## src/rtl/card.sv

```systemverilog
`default_nettype none
// ============================================================================
// Module      : card
// Description : Per-tile state holder for the matching-game board. Tracks
//               cursor presence, player selection and cleared status, and
//               drives the tile's highlight, selection and hidden flags.
// Ports       : clk         - system clock, rising edge
//               rst         - asynchronous reset, active low
//               cur         - cursor is on this tile (level)
//               s           - select button (acts on rising edge only)
//               mf / ms     - match-fail / match-success verdicts (levels)
//               sel         - tile is selected
//               blink       - cursor highlight square wave
//               hidden      - tile has been cleared
//               state_debug - one-hot copy of the current state
// Revision    : 1.0 - initial release
// ============================================================================
module card #(
    parameter int BLINK_HALF = 4
) (
    input  logic       clk,
    input  logic       rst,
    input  logic       cur,
    input  logic       s,
    input  logic       mf,
    input  logic       ms,
    output logic       sel,
    output logic       blink,
    output logic       hidden,
    output logic [4:0] state_debug
);

    localparam int c_CNT_W = (BLINK_HALF > 1) ? $clog2(BLINK_HALF) : 1;
    localparam logic [c_CNT_W-1:0] c_CNT_MAX = c_CNT_W'(BLINK_HALF - 1);

    typedef enum logic [4:0] {
        ST_IDLE      = 5'b00001,
        ST_HOVER     = 5'b00010,
        ST_SELECTED  = 5'b00100,
        ST_SEL_HOVER = 5'b01000,
        ST_GONE      = 5'b10000
    } state_t;

    state_t               r_state;
    state_t               w_next;
    logic                 r_s_q;
    logic [c_CNT_W-1:0]   r_cnt;
    logic                 r_phase;
    logic                 w_s_rise;
    logic                 w_hover_now;
    logic                 w_hover_next;

    assign w_s_rise     = s & ~r_s_q;
    assign w_hover_now  = (r_state == ST_HOVER) || (r_state == ST_SEL_HOVER);
    assign w_hover_next = (w_next  == ST_HOVER) || (w_next  == ST_SEL_HOVER);

    // Next-state decode; priority within a cycle is ms > mf > s_rise > cur.
    always_comb begin
        w_next = r_state;
        case (r_state)
            ST_IDLE: begin
                if (cur) w_next = ST_HOVER;
            end
            ST_HOVER: begin
                if (w_s_rise)  w_next = cur ? ST_SEL_HOVER : ST_SELECTED;
                else if (!cur) w_next = ST_IDLE;
            end
            ST_SELECTED: begin
                if (ms)       w_next = ST_GONE;
                else if (mf)  w_next = ST_IDLE;
                else if (cur) w_next = ST_SEL_HOVER;
            end
            ST_SEL_HOVER: begin
                if (ms)            w_next = ST_GONE;
                else if (mf)       w_next = cur ? ST_HOVER : ST_IDLE;
                else if (w_s_rise) w_next = cur ? ST_HOVER : ST_IDLE;
                else if (!cur)     w_next = ST_SELECTED;
            end
            ST_GONE: begin
                w_next = ST_GONE;
            end
            default: begin
                // Any non-one-hot value recovers to a safe state.
                w_next = ST_IDLE;
            end
        endcase
    end

    always_ff @(posedge clk or negedge rst) begin
        if (!rst) begin
            r_state <= ST_IDLE;
            r_s_q   <= 1'b0;
            r_cnt   <= '0;
            r_phase <= 1'b1;
        end else begin
            r_state <= w_next;
            r_s_q   <= s;
            if (!w_hover_next) begin
                r_cnt   <= '0;
                r_phase <= 1'b1;
            end else if (w_hover_now) begin
                // Count only while already hovering, so the first highlighted
                // half-period after entry is a full BLINK_HALF cycles long.
                // HOVER <-> SEL_HOVER moves keep counting without restart.
                if (r_cnt == c_CNT_MAX) begin
                    r_cnt   <= '0;
                    r_phase <= ~r_phase;
                end else begin
                    r_cnt   <= r_cnt + c_CNT_W'(1);
                end
            end
        end
    end

    // Moore outputs, decoded from the state register only.
    assign state_debug = r_state;
    assign sel         = (r_state == ST_SELECTED) || (r_state == ST_SEL_HOVER);
    assign hidden      = (r_state == ST_GONE);
    assign blink       = w_hover_now & r_phase;

endmodule
`default_nettype wire

```

## config.mk

```make
export PLATFORM = sky130hd
export DESIGN_NAME = card
export DESIGN_NICKNAME = d
export VERILOG_FILES = /design/src/rtl/card.sv
export SDC_FILE = /design/constraint.sdc
export NUM_CORES = 1
export LEC_CHECK = 0
export BUFFER_PORTS_ARGS = -buffer_cell sky130_fd_sc_hd__buf_2
export CAP_MARGIN = 20
export CORE_UTILIZATION = 45
export CTS_CLUSTER_SIZE = 24
export DETAILED_ROUTE_END_ITERATION = 16
export MAX_ROUTING_LAYER = met4
export PLACE_DENSITY = 0.69
export SYNTH_ARGS = -nofsm -noshare
export SYNTH_HDL_FRONTEND = slang
export SYNTH_SLANG_ARGS = --single-unit
```

## constraint.sdc

```tcl
create_clock -name clk -period 2.3 [get_ports clk]
set_clock_uncertainty 0.2 [all_clocks]
set_input_delay 0.23 -clock clk [delete_from_list [all_inputs] [get_ports clk]]
set_output_delay 0.23 -clock clk [all_outputs]
set_load 0.01 [all_outputs]
```

==> results of run 1 <==
[final cells by class]
cell class / count / area share (%)
Clock buffer: 4 / 3.65
Inverter: 2 / 1.04
Multi-Input combinational cell: 44 / 48.1
Sequential cell: 9 / 31.6
Tap cell: 14 / 2.43
Timing Repair Buffer: 16 / 13.2
[final timing paths]
path                                     start              to  slack, ns  cells after the start
worst max-delay path            state_debug[1]          hidden       0.27                      3
worst min-delay path                        ms  state_debug[4]       0.07                      2
worst max register to register  state_debug[1]        r_cnt[1]       0.51                      4
worst min register to register        r_cnt[1]        r_cnt[1]       0.44                      2
max in group asynchronous                  rst  state_debug[0]       1.51                      2
min in group asynchronous                  rst        r_cnt[0]       0.14                      2
[metrics by stage]
step	hold WS, ns	setup slack [ns]	cells	util, %
final	0.0724	0.274	89	60.8
after global routing	0.0813	0.187	89	60.8
after CTS	0.0608	0.267	89	60.8
after detailed placement	-0.110	0.521	82	56.0
after global placement	-0.112	0.530	82	56.0
after floorplan	-0.266	0.572	59	-
[routing by layer]
layer	vias up	track usage (%)
li1	254	-
met1	227	27.7
met2	17	29.2
met3	2	3.47
met4	0	5.17
met5	-	-
[state kept, by name, summed over array words and instances, names as in the netlist]
register     count
r_cnt            2
r_phase          1
r_s_q            1
state_debug      5
[kinds of logic after synthesis]
logic type	after synthesis	synth area share [%]
fa+ha+maj	1	2.06
buf+inv	6	5.56
mux	2	3.29
xor+xnor	2	2.88
compound gates	12	15.0
flops	9	37.4
simple gates	27	33.7
[cell usage in the layout (no fill, tap or decap), types with 3 or more instances in the layout]
master / n
buf_2: 13
nor3_1: 3
clkbuf_4: 3
dlygate4sd3_1: 3
nand2b_1: 3
nor2_1: 5
dfrtp_1: 7
[power breakdown]
group	switching (mW)	internal, mW	total, mW
Combinational	0.112	0.107	0.219
Sequential	0.0479	0.187	0.235
Clock	0.0532	0.0667	0.120
Total	0.213	0.361	0.574
==> metrics.txt, run 1 <==
GRT overflow=0; drt initial violations=8; Top Layer Used=met4; core box area=~1200 um^2; RSZ-0062 raised after global routing=false; Synth top cells by count=dfrtp_1, nor2_1, buf_2, nand2b_1, nor3_1; share of cells above drive strength 1=roughly a third; Detailed Routing Iterations Pass 1=4; die area=around 1500 um^2; drt total wl=roughly 1200 um; Critical Path, Cell by Cell=or3_4 -> nor3b_1 -> buf_2; Inserted Diodes=0; number of max-cap violations=0; vias in the first global route=roughly 430; first-pass GRT wire length=between 1500 and 2000 um; hold_buf cts=3; WL met3=between 60 and 70 um; status=complete, no violations; final net count=83; Slew Limit Fails=0; Yosys top cell area share=between 20% and 30%; actual slew at the worst max-slew pin=~0.38 ns; CP max FO=8; Post-synth EDFFs=0; Met1 Wirelength=roughly 600 um; vias=500; #FFs+latches synth=9; clk buf depth=2; CP arrival=1.60 ns; Non-Filler Cell Area, Final=between 700 and 800 um^2; DRC errors left=0; Setup CP Type=flip-flop to output pin; initial antenna violation count=0; antenna viol nets, final=0; H-tree levels=1; Mapped Area=608 um^2; TNS Setup=0 ns; footprint of the multi-input gates=around 350 um^2; Leak=0.313 nW; area delta synth->final=18.5%; Hold Fails Final Rpt=0; ys flop type=dfrtp_1; Routed wire per std cell=roughly 13 um; Fmax=494 MHz; Placer Congestion=~0.81; CP Launch Type=flip-flop; FF+latch area=about 230 um^2; met2 routed WL=~520 um; Yosys Warn Count=0; Yosys cell types=34; Crit. End Element=output pin; CTS tree=built; largest net degree at the start of global routing=12; Starting Density=51.3%; placement-stage cell area=roughly 660 um^2; Chip Width=between 30 and 40 um; clock transition at the registers of the reported paths=~0.060 ns; hold crit path type=input port to flip-flop; Net Count, Synth=66; CP bufs+invs=1; clk_lat worst skew=around 0.26 ns; Worst path top cell family by delay=simple AND/OR/NAND/NOR gates; Synth area leaders=dfrtp_1, dfstp_2, nor4_4; area leader, netlist=dfrtp_1; # IOs=14; total power=around 0.57 mW; Final Cycle Share=88.1%; worst path required time=around 1.9 ns; total CTS buffers=3; Via density=roughly 5.6; port bufs=13; Avg Inst Size Synth=10.3 um^2; DP HPWL=approximately 910 um; sequential share of the synthesized area=between 30 and 40%; PostCTS Resize Cnt=0; clock root buffer=clkbuf_4; slowest stage cell, crit path=dfrtp_1; Crit path largest cell delay=roughly 0.47 ns; Setup Fix Bufs, Post-CTS=0; Max IR drop VDD=around 0.44 mV; pwr dens=roughly 800 nW/um^2; count leader, synth=dfrtp_1; die height=slightly below 40 um; setup violators final=0; filler instances=108; Slew headroom=approximately three quarters; clk sinks=9; global-route usage over all layers=between 15 and 20%; cells after synthesis=59; Tmin final=between 2 and 2.5 ns; Async SR Flop Fraction=100%; std cell rows=12
Power figures use the tool's default switching activity.
==> run 2: changes to the inputs <==
- ABC_AREA: not set -> 1
- PLACE_DENSITY: 0.69 -> 0.67
==> metrics.txt, run 2 <==
core box area=1520 um^2; Inserted Diodes=0; RSZ-0062 raised after global routing=false; Hold Path Stages=4; total CTS buffers=3; Fmax=between 500 and 600 MHz; Async SR Flop Fraction=between 90% and 100%; Post-synth EDFFs=0; Avg Inst Size Synth=just under 7 um^2; clock transition at the registers of the reported paths=roughly 0.06 ns; Yosys cell types=22; sequential share of the synthesized area=about 30%; FF-to-FF path depth=7; clk sinks=9; clock root buffer=clkbuf_4; worst path required time=between 1.5 and 2 ns; drt initial violations=18; status=complete, no violations; Tmin final=approximately 1.9 ns; Net Count, Synth=approximately 120; die height=around 43 um; Worst Hold Launch=ms; Via density=between 5 and 6; Starting Density=49.0%; Mapped Area=between 700 and 800 um^2; Yosys top cell area share=a little under a quarter; Slew Limit Fails=0; Detailed Routing Iterations Pass 1=4; max reg flops=5; clk_lat worst skew=between 0.2 and 0.3 ns; cells after synthesis=108; CTS tree=built; reg2reg start=state_debug[0]; clk buf depth=2; Yosys Warn Count=0; std cell rows=14; Routed wire per std cell=11.1 um; hold_buf cts=2; final net count=134; drt total wl=1580 um; GRT overflow=0; pwr dens=between 700 and 800 nW/um^2; DRC errors left=0; Chip Width=approximately 43 um; CP max FO=9; Setup Fix Bufs, Post-CTS=0; CP Launch Type=flip-flop; H-tree levels=1; Final Cycle Share=~82%; count leader, synth=nand2_1; ys flop type=dfrtp_1; PostCTS Resize Cnt=0; port bufs=13; largest net degree at the start of global routing=11; # IOs=14; Hold Fails Final Rpt=0; area leader, netlist=dfrtp_1; vias in the first global route=669; Slew headroom=between 80% and 90%; Placer Congestion=0.884; vias=between 700 and 800; TNS Setup=0 ns; DP HPWL=1290 um; CP arrival=about 1.5 ns; number of max-cap violations=0; crit path launch=state_debug[0]; Leak=between 0.4 and 0.5 nW; global-route usage over all layers=between 20% and 30%; Synth area leaders=dfrtp_1, nand2_1, inv_1; Synth top cells by count=nand2_1, inv_1, nor2_1; #FFs+latches synth=9; share of cells above drive strength 1=between 20 and 30%; first-pass GRT wire length=between 2000 and 3000 um; Setup CP Type=flip-flop to output pin; Max IR drop VDD=between 0.3 and 0.4 mV; antenna viol nets, final=0; die area=between 1500 and 2000 um^2; commonest non-fill, non-tap cells in the layout=nand2_1, inv_1, nor2_1, buf_2, dfrtp_1; hold crit path type=input port to flip-flop; initial antenna violation count=0; commonest non-fill, non-tap cell in the layout=nand2_1; total power=0.617 mW; setup violators final=0; actual slew at the worst max-slew pin=a little under 0.3 ns; area delta synth->final=16.1%; Crit. End Element=output pin; filler instances=143
==> run 2: cell types whose count changed after synthesis, moves of 4 or more <==
cell     previous run  this run
inv_1               2        16
nand2_1             1        23
nand3_1             0         6
nand4_1             0         6
nor2_1              5        16
nor2_4              0         4
o21ai_0             1         6
==> run 2: final timing paths <==
| kind | to | slack [ns] |
|---|---|---|
| worst max-delay path | sel | 0.41 |
| worst min-delay path | state_debug[2] | 0.14 |
| worst max register to register | r_cnt[0] | 0.75 |
| worst min register to register | r_phase | 0.35 |
| max in group asynchronous | state_debug[0] | 1.51 |
| min in group asynchronous | state_debug[4] | 0.15 |
==> run 2: where the power goes <==
part           leakage [nW]  internal (mW)  switching, mW
logic                 0.335          0.102          0.162
registers             0.115          0.187         0.0486
clock network        0.0150         0.0666         0.0508
total                 0.465          0.356          0.261
==> run 2: critical path: stages, from the launching register on <==
cell	delay [ns]
dfstp_2	0.64
nor2_4	0.06
nand2_2	0.10
nor2_4	0.06
nor2_1	0.16
inv_1	0.05
buf_2	0.13
==> run 2: stage by stage <==
stage	util, %	std cells	area (um^2)	setup WS [ns]	hold WS (ns)
global placement	53.9	136	821	0.709	-0.111
global route	56.9	142	867	0.240	0.140
finish	56.9	142	867	0.408	0.141
floorplan	-	108	747	0.773	-0.266
CTS	56.9	142	867	0.390	0.127
detailed placement	53.9	136	821	0.677	-0.107
==> run 2: layer usage <==
layer | wire length (um) | GRT usage [%] | part of all wire [%] | vias to the layer above
met5 | 0 | - | 0 | -
met2 | 763 | 30.6 | 48 | 25
met4 | 12 | 5.00 | 0.76 | 0
met1 | 716 | 30.1 | 45 | 338
li1 | - | - | - | 380
met3 | 86 | 4.26 | 5.4 | 3
==> run 2: area by class of cell <==
cell class                 count  area (um^2)  share of cell area (%)
clock buffer                   4         26.3                    3.03
inverter                      19         71.3                    8.23
multi-input combinational     79          437                    50.4
sequential                     9          228                    26.3
tap                           16         20.0                    2.31
timing repair buffer          15         85.1                    9.81
==> run 2: kinds of logic after synthesis <==
family                     Yosys count  synth area share, %
and+or+nand+nor                     69                 49.9
buffers and inverters               20                 11.1
AOI/OAI and AO/OA                    9                 6.87
DFF                                  9                 30.5
adders and majority gates            1                 1.67
==> run 3: changes to the inputs <==
- ABC_AREA: 1 -> 0
- PLACE_DENSITY: 0.67 -> 0.71
- clock period: 2.3 -> 1.6 ns (I/O delays scaled with it)
==> metrics.txt, run 3 (same netlist as run 1, synthesis figures left out) <==
status=finished, violations left; max reg flops=5; FF-to-FF path depth=5; crit path launch=state_debug[1]; DP HPWL=between 1000 and 1500 um; clk buf depth=2; global-route usage over all layers=~28%; Placer Congestion=around 0.80; # IOs=14; reg2reg start=state_debug[1]; Via density=~5.6; Inserted Diodes=0; placed insts=95; Starting Density=51.3%; number of max-cap violations=0; antenna viol nets, final=0; Crit. End Element=flip-flop; vias=600; CP max FO=5; Layout Utilization=between 80% and 90%; hold crit path type=input port to asynchronous set/reset pin; Chip Width=around 39 um; Detailed Routing Iterations Pass 1=4; setup violators final=10; Hold Fails Final Rpt=0; Hold Slack=between 0.07 and 0.08 ns; actual slew at the worst max-slew pin=around 0.33 ns; clock transition at the registers of the reported paths=about 0.070 ns; Slew Limit Fails=0; CP Launch Type=flip-flop; drt initial violations=13; drt total wl=between 1500 and 2000 um; Routed wire per std cell=approximately 18 um; RSZ-0062 raised after global routing=true; area delta synth->final=65.2%; clock root buffer=clkbuf_4; clk_lat worst skew=around 0.27 ns; footprint of the multi-input gates=between 400 and 500 um^2; final net count=~100; flop2flop setup slack=-0.25 ns; filler instances=roughly 70; pwr dens=1130 nW/um^2; GRT overflow=0; CTS tree=built; Final WS setup=-0.252 ns; total CTS buffers=3; Leak=about 0.44 nW; Tmin final=1.85 ns; first-pass GRT wire length=around 2700 um; FF+latch area=approximately 230 um^2; die area=1500 um^2; pre-CTS setup slack=-0.136 ns; DRC errors left=0; Reg-to-Reg End=r_cnt[1]; Max IR drop VDD=about 0.75 mV; Slew headroom=approximately 80%; failing checks=setup timing; die height=around 39 um; H-tree levels=1; Setup CP Type=flip-flop to flip-flop; Final Cycle Share=116%; share of cells above drive strength 1=a little over three fifths; Fmax=540 MHz; final cell count without fillers=between 100 and 150; core box area=~1200 um^2; worst path required time=about 1.6 ns; initial antenna violation count=0; commonest non-fill, non-tap cells in the layout=buf_4, buf_2, nor2_1; clk sinks=9; commonest non-fill, non-tap cell in the layout=buf_4; port bufs=13; largest net degree at the start of global routing=10; CP arrival=between 1.5 and 2 ns; std cell rows=12; vias in the first global route=between 500 and 600
-- run 3: how the worst max path moves through the flow --
stage | end | depth (start not counted)
detailed placement | r_cnt[1] | 4
global route | r_cnt[1] | 5
CTS | hidden | 3
floorplan | r_phase | 5
global placement | r_cnt[0] | 4
finish | r_cnt[1] | 5
-- run 3: repair_timing --
item / in CTS / in global routing
hold endpoints to repair: 13 / 0
buffers inserted: 6 / 2
pin swaps: 11 / 2
resized for setup: 17 / 9
hold buffers: 4 / 0
endpoints found under the setup margin: 8 / 11
-- run 3: final cells by class --
cell class,count,area share (%)
multi-input cells,44,46.7
repair buffers,35,25.0
flip-flops and latches,9,23.2
clock buffers,4,2.62
well taps,14,1.74
inverters,2,0.747
-- run 3: through the flow --
step,cell area (um^2),total power [mW],setup TNS (ns)
6_report,1000,1.14,-1.57
2_1_floorplan,627,0.591,-0.315
3_5_place_dp,766,0.737,-0.351
5_1_grt,1000,1.21,-2.11
4_1_cts,955,1.04,-1.25
3_3_place_gp,766,0.725,-0.158
-- run 3: where the power goes --
part / leakage (nW) / internal [mW] / switching (mW)
registers: 0.109 / 0.271 / 0.0581
clock network: 0.0150 / 0.0963 / 0.0840
logic: 0.312 / 0.328 / 0.303
-- run 3: routing by layer --
layer / wire [um] / track usage (%) / vias up / part of all wire, %
li1: - / - / 287 / -
met1: 882 / 38.7 / 294 / 46
met2: 947 / 38.3 / 17 / 49
met3: 74 / 4.62 / 2 / 3.8
met4: 23 / 13.8 / 0 / 1.2
met5: 0 / - / - / 0
-- run 3: worst max-delay path: stages (launching register included) --
cell and delay (ns):
dfrtp_2 0.45, or3_4 0.41, buf_6 0.14, nor4_4 0.20, a211oi_4 0.10, a211oi_2 0.26
